**config.mk**
```make
export PLATFORM = sky130hd
export DESIGN_NAME = mc_controller
export DESIGN_NICKNAME = d
export VERILOG_FILES = /design/src/rtl/mc_pkg.sv /design/src/rtl/mc_aludec.sv /design/src/rtl/mc_controller.sv
export SDC_FILE = /design/constraint.sdc
export NUM_CORES = 1
export LEC_CHECK = 0
export BUFFER_PORTS_ARGS = -buffer_cell sky130_fd_sc_hd__clkbuf_2
export CAP_MARGIN = 10
export CORE_ASPECT_RATIO = 0.9
export CORE_MARGIN = 1
export CORE_UTILIZATION = 38
export CTS_BUF_LIST = sky130_fd_sc_hd__clkbuf_16
export CTS_CLUSTER_DIAMETER = 120
export DETAILED_ROUTE_END_ITERATION = 12
export PLACE_DENSITY = 0.86
export SLEW_MARGIN = 20
export SYNTH_ARGS = -nofsm -noshare
export SYNTH_HDL_FRONTEND = slang
export SYNTH_SLANG_ARGS = --single-unit
```
**constraint.sdc**
```tcl
create_clock -name clk -period 1.36 [get_ports clk]
set_clock_uncertainty 0.05 [all_clocks]
set_input_delay 0.272 -clock clk [delete_from_list [all_inputs] [get_ports clk]]
set_output_delay 0.272 -clock clk [all_outputs]
set_load 0.02 [all_outputs]
```
**src/rtl/mc_pkg.sv**
```systemverilog
// Shared types and constants for the multicycle controller: state encoding,
// opcode and funct field values, ALU control codes.
package mc_pkg;

    typedef enum logic [3:0] {
        FETCH   = 4'd0,
        DECODE  = 4'd1,
        MEMADR  = 4'd2,
        MEMRD   = 4'd3,
        MEMWB   = 4'd4,
        MEMWR   = 4'd5,
        RTYPEEX = 4'd6,
        RTYPEWB = 4'd7,
        BEQEX   = 4'd8,
        BLEEX   = 4'd9,
        ADDIEX  = 4'd10,
        ADDIWB  = 4'd11,
        JEX     = 4'd12,
        LIWB    = 4'd13
    } mc_state_e;

    localparam logic [5:0] OP_RTYPE = 6'b000000;
    localparam logic [5:0] OP_J     = 6'b000010;
    localparam logic [5:0] OP_BEQ   = 6'b000100;
    localparam logic [5:0] OP_BLE   = 6'b000110;
    localparam logic [5:0] OP_ADDI  = 6'b001000;
    localparam logic [5:0] OP_LI    = 6'b001111;
    localparam logic [5:0] OP_LW    = 6'b100011;
    localparam logic [5:0] OP_SB    = 6'b101000;
    localparam logic [5:0] OP_SW    = 6'b101011;

    localparam logic [5:0] F_SLL = 6'b000000;
    localparam logic [5:0] F_ADD = 6'b100000;
    localparam logic [5:0] F_SUB = 6'b100010;
    localparam logic [5:0] F_AND = 6'b100100;
    localparam logic [5:0] F_OR  = 6'b100101;
    localparam logic [5:0] F_SLT = 6'b101010;

    localparam logic [2:0] ALU_AND = 3'b000;
    localparam logic [2:0] ALU_OR  = 3'b001;
    localparam logic [2:0] ALU_ADD = 3'b010;
    localparam logic [2:0] ALU_SUB = 3'b110;
    localparam logic [2:0] ALU_SLT = 3'b111;

    // True for every opcode the controller knows how to sequence.
    function automatic logic op_known(input logic [5:0] o);
        return (o == OP_RTYPE) || (o == OP_J)    || (o == OP_BEQ) ||
               (o == OP_BLE)   || (o == OP_ADDI) || (o == OP_LI)  ||
               (o == OP_LW)    || (o == OP_SB)   || (o == OP_SW);
    endfunction

endpackage

```
**src/rtl/mc_aludec.sv**
```systemverilog
// R-type funct decode: ALU operation and shift-amount operand select.
module mc_aludec
    import mc_pkg::*;
(
    input  logic [5:0] funct,
    output logic [2:0] alucontrol,
    output logic       shift
);

    // Unknown funct values fall back to add without shift.
    always_comb begin
        alucontrol = ALU_ADD;
        shift      = 1'b0;
        case (funct)
            F_ADD:   alucontrol = ALU_ADD;
            F_SUB:   alucontrol = ALU_SUB;
            F_AND:   alucontrol = ALU_AND;
            F_OR:    alucontrol = ALU_OR;
            F_SLT:   alucontrol = ALU_SLT;
            F_SLL:   shift      = 1'b1;
            default: ;
        endcase
    end

endmodule

```
**src/rtl/mc_controller.sv**
```systemverilog
// Multicycle Moore controller: sequences fetch/decode/execute/write-back and
// drives datapath selects and write enables from the current state.
module mc_controller
    import mc_pkg::*;
(
    input  logic       clk,
    input  logic       reset,
    input  logic [5:0] op,
    input  logic [5:0] funct,
    input  logic       zero,
    input  logic       sign,
    output logic       iord,
    output logic       irwrite,
    output logic       memwrite,
    output logic       regwrite,
    output logic       regdst,
    output logic       memtoreg,
    output logic       alusrca,
    output logic [1:0] alusrcb,
    output logic [1:0] pcsrc,
    output logic [2:0] alucontrol,
    output logic       pcen,
    output logic       shift,
    output logic       sb,
    output logic       li,
    output logic       instr_done,
    output logic       illegal,
    output logic [3:0] state
);

    mc_state_e state_q, state_d;
    logic      sb_q, sb_d;

    logic [2:0] rt_alu;
    logic       rt_shift;

    mc_aludec u_aludec (
        .funct      (funct),
        .alucontrol (rt_alu),
        .shift      (rt_shift)
    );

    // Next state; op is looked at only in DECODE and MEMADR. The byte-store
    // flag is captured in MEMADR so MEMWR does not depend on a later op.
    always_comb begin
        state_d = state_q;
        sb_d    = sb_q;
        case (state_q)
            FETCH:  state_d = DECODE;
            DECODE: begin
                case (op)
                    OP_LW, OP_SW, OP_SB: state_d = MEMADR;
                    OP_RTYPE:            state_d = RTYPEEX;
                    OP_BEQ:              state_d = BEQEX;
                    OP_BLE:              state_d = BLEEX;
                    OP_ADDI:             state_d = ADDIEX;
                    OP_J:                state_d = JEX;
                    OP_LI:               state_d = LIWB;
                    default:             state_d = FETCH;
                endcase
            end
            MEMADR: begin
                state_d = (op == OP_LW) ? MEMRD : MEMWR;
                sb_d    = (op == OP_SB);
            end
            MEMRD:   state_d = MEMWB;
            RTYPEEX: state_d = RTYPEWB;
            ADDIEX:  state_d = ADDIWB;
            default: state_d = FETCH;
        endcase
    end

    // State register; reset drops straight back to FETCH.
    always_ff @(posedge clk or negedge reset) begin
        if (!reset) begin
            state_q <= FETCH;
            sb_q    <= 1'b0;
        end else begin
            state_q <= state_d;
            sb_q    <= sb_d;
        end
    end

    logic ir_we, mem_we, reg_we, pc_we, done_raw, bad_raw;

    // Per-state output decode; write-type strobes are kept raw here and
    // qualified by reset below.
    always_comb begin
        iord       = 1'b0;
        regdst     = 1'b0;
        memtoreg   = 1'b0;
        alusrca    = 1'b0;
        alusrcb    = 2'b00;
        pcsrc      = 2'b00;
        alucontrol = 3'b000;
        shift      = 1'b0;
        sb         = 1'b0;
        li         = 1'b0;
        ir_we      = 1'b0;
        mem_we     = 1'b0;
        reg_we     = 1'b0;
        pc_we      = 1'b0;
        done_raw   = 1'b0;
        bad_raw    = 1'b0;
        case (state_q)
            FETCH: begin
                alusrcb    = 2'b01;
                alucontrol = ALU_ADD;
                ir_we      = 1'b1;
                pc_we      = 1'b1;
            end
            DECODE: begin
                alusrcb    = 2'b11;
                alucontrol = ALU_ADD;
                // An unknown opcode ends here, so it is also the last cycle.
                bad_raw    = !op_known(op);
                done_raw   = bad_raw;
            end
            MEMADR, ADDIEX: begin
                alusrca    = 1'b1;
                alusrcb    = 2'b10;
                alucontrol = ALU_ADD;
            end
            MEMRD: iord = 1'b1;
            MEMWB: begin
                memtoreg = 1'b1;
                reg_we   = 1'b1;
                done_raw = 1'b1;
            end
            MEMWR: begin
                iord     = 1'b1;
                mem_we   = 1'b1;
                sb       = sb_q;
                done_raw = 1'b1;
            end
            RTYPEEX: begin
                alusrca    = 1'b1;
                alucontrol = rt_alu;
                shift      = rt_shift;
            end
            RTYPEWB: begin
                regdst   = 1'b1;
                reg_we   = 1'b1;
                done_raw = 1'b1;
            end
            ADDIWB, LIWB: begin
                li       = (state_q == LIWB);
                reg_we   = 1'b1;
                done_raw = 1'b1;
            end
            BEQEX, BLEEX: begin
                alusrca    = 1'b1;
                alucontrol = ALU_SUB;
                pcsrc      = 2'b01;
                done_raw   = 1'b1;
            end
            JEX: begin
                pcsrc    = 2'b10;
                pc_we    = 1'b1;
                done_raw = 1'b1;
            end
            default: ;
        endcase
    end

    assign irwrite    = reset & ir_we;
    assign memwrite   = reset & mem_we;
    assign regwrite   = reset & reg_we;
    assign instr_done = reset & done_raw;
    assign illegal    = reset & bad_raw;
    assign pcen       = reset & (pc_we |
                                 ((state_q == BEQEX) & zero) |
                                 ((state_q == BLEEX) & (sign | zero)));
    assign state      = state_q;

endmodule

```
==> results of run 1 <==
-- per-stage QoR --
stage,hold WS [ps],util [%],setup slack (ps),TNS (ps),instances
floorplan,-73.6,-,-309,-2320,99
global placement,206,80.1,-235,-2040,199
detailed placement,212,80.1,-318,-3060,199
-- kinds of logic after synthesis --
group | after synthesis | synth area share (%)
and+or+nand+nor | 54 | 42.8
AOI/OAI and AO/OA | 26 | 25.6
buffers and inverters | 10 | 7.59
DFF | 5 | 18.5
xor gates and xnor gates | 3 | 3.89
adders and majority gates | 1 | 1.67
==> impl_metrics.toml, run 1 <==
[status]
outcome = "stopped before the end"
stop_stage = "4_1_cts"
error_line = "[ERROR DPL-0038] Utilization greater than 100%, impossible to legalize"

[clock_network]
cts.path.max_buffers = 2
post-cts-setup-buffers = 9
holdBufCountCts = 1
clockRootBuffer = "clkbuf_16"
ctsResizeCount = 57
cts.sinks = 5
cts_made_buffers = 3
htreeDepth = 1

[placement]
dpl_cell_area_sq_um = 1330
io_buffers = 39
dp_hpwl_mm = 2.27
gp_congestion = 0.790

[synthesis]
synth.top_cells.by_count = "nor2_1, a21oi_1, nand2_1"
yosysWarningCount = 0
synth_area_leaders = "dfrtp_1, nor2_1, a21oi_1, nand4_1, nand2_1"
synth_seq_area_share_pct = 18.5
syn_nets = 115
avgSynthCellArea_sq_um = 6.82
synthFlopType = "dfrtp_1"
netlist_instances = 99
yosysTopAreaCellShare_pct = 18.5
ys_seq_elements = 5
synth.distinct_cells = 36
synth_area_sq_um = 676
synth_edf_count = 0
yosys.area.top_type = "dfrtp_1"
ys_async_sr_fraction_pct = 100
yosysMostFrequentCell = "nor2_1"

[floorplanning]
rows = 14
initial_utilization_pct = 40.6
die_y_um = 42
fp.dieW_um = 46.4
design.portCount = 40
==> run 2, diff against run 1 <==
CORE_AREA = 2 2 63 65   (was unset)
CORE_ASPECT_RATIO = unset   (was 0.9)
CORE_MARGIN = unset   (was 1)
CORE_UTILIZATION = unset   (was 38)
CTS_BUF_LIST = unset   (was sky130_fd_sc_hd__clkbuf_16)
CTS_CLUSTER_DIAMETER = unset   (was 120)
DIE_AREA = 0 0 65 67   (was unset)
PLACE_DENSITY = unset   (was 0.86)
PLACE_DENSITY_LB_ADDON = 0.15   (was unset)
clock period = 1.8 ns   (was 1.36 ns; I/O delays follow)
==> impl_metrics.toml, run 2 <==
[synthesis]
syn_nets = 115
synth.top_cells.by_count = "nor2_1, a21oi_1, nand2_1"
synth_area_leaders = "dfrtp_1, nor2_1, a21oi_1, nand4_1, nand2_1"
ys_seq_elements = 5
synth_edf_count = 0
synth_area_sq_um = 676
yosysTopAreaCellShare_pct = 18.5
netlist_instances = 99
synth.distinct_cells = 36
ys_async_sr_fraction_pct = 100
yosysMostFrequentCell = "nor2_1"
avgSynthCellArea_sq_um = 6.82
yosys.area.top_type = "dfrtp_1"
synth_seq_area_share_pct = 18.5
synthFlopType = "dfrtp_1"
yosysWarningCount = 0

[final_layout]
num_antenna_cells = 0
layout_common_cells = "clkbuf_2, buf_4, nor2_1, nand2_1, a21oi_1"
fillers = 397
nets = 175
largest_reg_flops = 4
drive_gt1_share_pct = 55.1
area_delta_synth_final_pct = 83.5
fin_util_pct = 34.4
stdcell_area_sq_um = 1240

[clock_network]
htreeDepth = 1
cts.path.max_buffers = 2
holdBufCountCts = 0
cts_made_buffers = 3
worstSkewPairLatency_ps = 220
tritoncts = "built"
clockRootBuffer = "clkbuf_8"
cts.sinks = 5
path_clk_slew_ps = 40

[floorplanning]
rows = 22
die_y_um = 67
initial_utilization_pct = 18.7
fp.dieW_um = 65
dieArea_sq_um = 4360
coreArea_sq_um = 3610
design.portCount = 40

[placement]
pre_cts_ws_ps = 16.6
gp_congestion = 0.751
dpl_cell_area_sq_um = 1060
dp_hpwl_mm = 1.98
io_buffers = 39

[routing]
drtIter0Drc = 17
routedWlPerCell_um = 11.5
drcViolationCount = 0
firstDrtPassIters = 4
ant_nets = 0
routed_wirelength_mm = 2.38
avgViaCountPerCell = 4.50
vias = 926

[global_routing]
grt_start_max_net_pins = 12
grt_pass1_wl_mm = 3.71
overflow = 0
antenna_found_initial = 0
grt_pass1_vias = 827
gr-usage-all-layers_pct = 10.9

[timing]
setup_viol = 3
fmax_mhz = 537
relSlewSlack_pct = 80.9
timing.hold.ws_ps = 83.2
tightest_slew_ps = 286
rsz0062_at_grt = "true"
post-route-min-period_ps = 1860
slew_violations = 0
fin_crit_sh_pct = 103
finalWorstSetupSlack_ps = -62.4
hold_violations = 0

[worst_setup_path]
critPathSlowestCell = "dfrtp_1"
slowest_delay_ps = 400
worstPathMaxFanout = 4
arrival_ps = 1450
worstSetupPathType = "reg -> out"
crit_chain = "or2_4, nor2_4, nand4_1, o22ai_2, clkbuf_8"
critPathLaunchType = "flop"
cp-end-kind = "output pin"
crit_required_ps = 1390

[status]
outcome = "finished, violations left"
violations = "setup timing"

[min_path]
hold_path.class = "in -> async"

[power_and_ir_drop]
p_leak_nw = 0.581
vdd_drop_max_uv = 306
powerDensity_nw_per_um2 = 904
total_power_mw = 1.12

[flow_run]
drv_cap = 0
## run 2: cell counts after synthesis
No cell type changed its count.
## run 2: cell type report
class	count	area (sq um)	share of cell area (%)
Timing Repair Buffer	62	424	34.2
Inverter	3	11.3	0.908
Multi-Input combinational cell	84	571	46.0
Tap cell	48	60.1	4.84
Sequential cell	5	129	10.4
Clock buffer	4	45.0	3.63
## run 2: cell families (layout without fill, tap and decap cells)
kind of cell	count (synthesis)	after routing	synth area share, %
xor gates and xnor gates	3	3	3.89
adders and majority gates	1	1	1.67
DFF	5	5	18.5
AOI/OAI and AO/OA	26	26	25.6
and+or+nand+nor	54	54	42.8
buffers and inverters	10	69	7.59
## run 2: critical path: cells and delay by family, from the launching register on
kind            cells  cell delay (ps)
compound gates      1              180
buf+inv             1              170
flops               1              400
simple gates        3              490
## run 2: where the power goes
part | internal, mW | switching, mW
Combinational | 0.366 | 0.376
Sequential | 0.145 | 0.0308
Clock | 0.152 | 0.0516
## run 2: timing repair
| action | 4_1_cts | 5_1_grt |
|---|---|---|
| setup buffers | 1 | 3 |
| gates cloned | 0 | 0 |
| gates resized for setup | 9 | 35 |
| pin swaps | 6 | 5 |
| setup endpoints to repair | 9 | 12 |
## run 2: routing by layer
layer  up-vias  GRT usage, %  wire (um)
li1        482             -          -
met5         -             0          0
met1       418          13.1       1090
met3         0          2.03        131
met2        26          19.3       1150
met4         0          3.99          0
## run 2: path summary, 6_finish.rpt
kind	slack (ps)	depth (start not counted)	from	endpoint
min in group clk	420	3	op[1]	state[0]
hold / removal	80	2	reset	state[0]
setup reg to reg	430	5	state[3]	state[0]
max in group asynchronous	1490	2	reset	state[1]
setup / recovery	-60	5	state[3]	instr_done
hold reg to reg	460	2	sb_q	sb_q
## run 2: stage by stage
step	setup TNS (ps)	cells
final	-106	206
after global routing	-570	206
after CTS	-443	203
after detailed placement	0	198
after global placement	0	198
after floorplan	-84.0	99
Note: power is estimated with default switching activity, not from simulation.
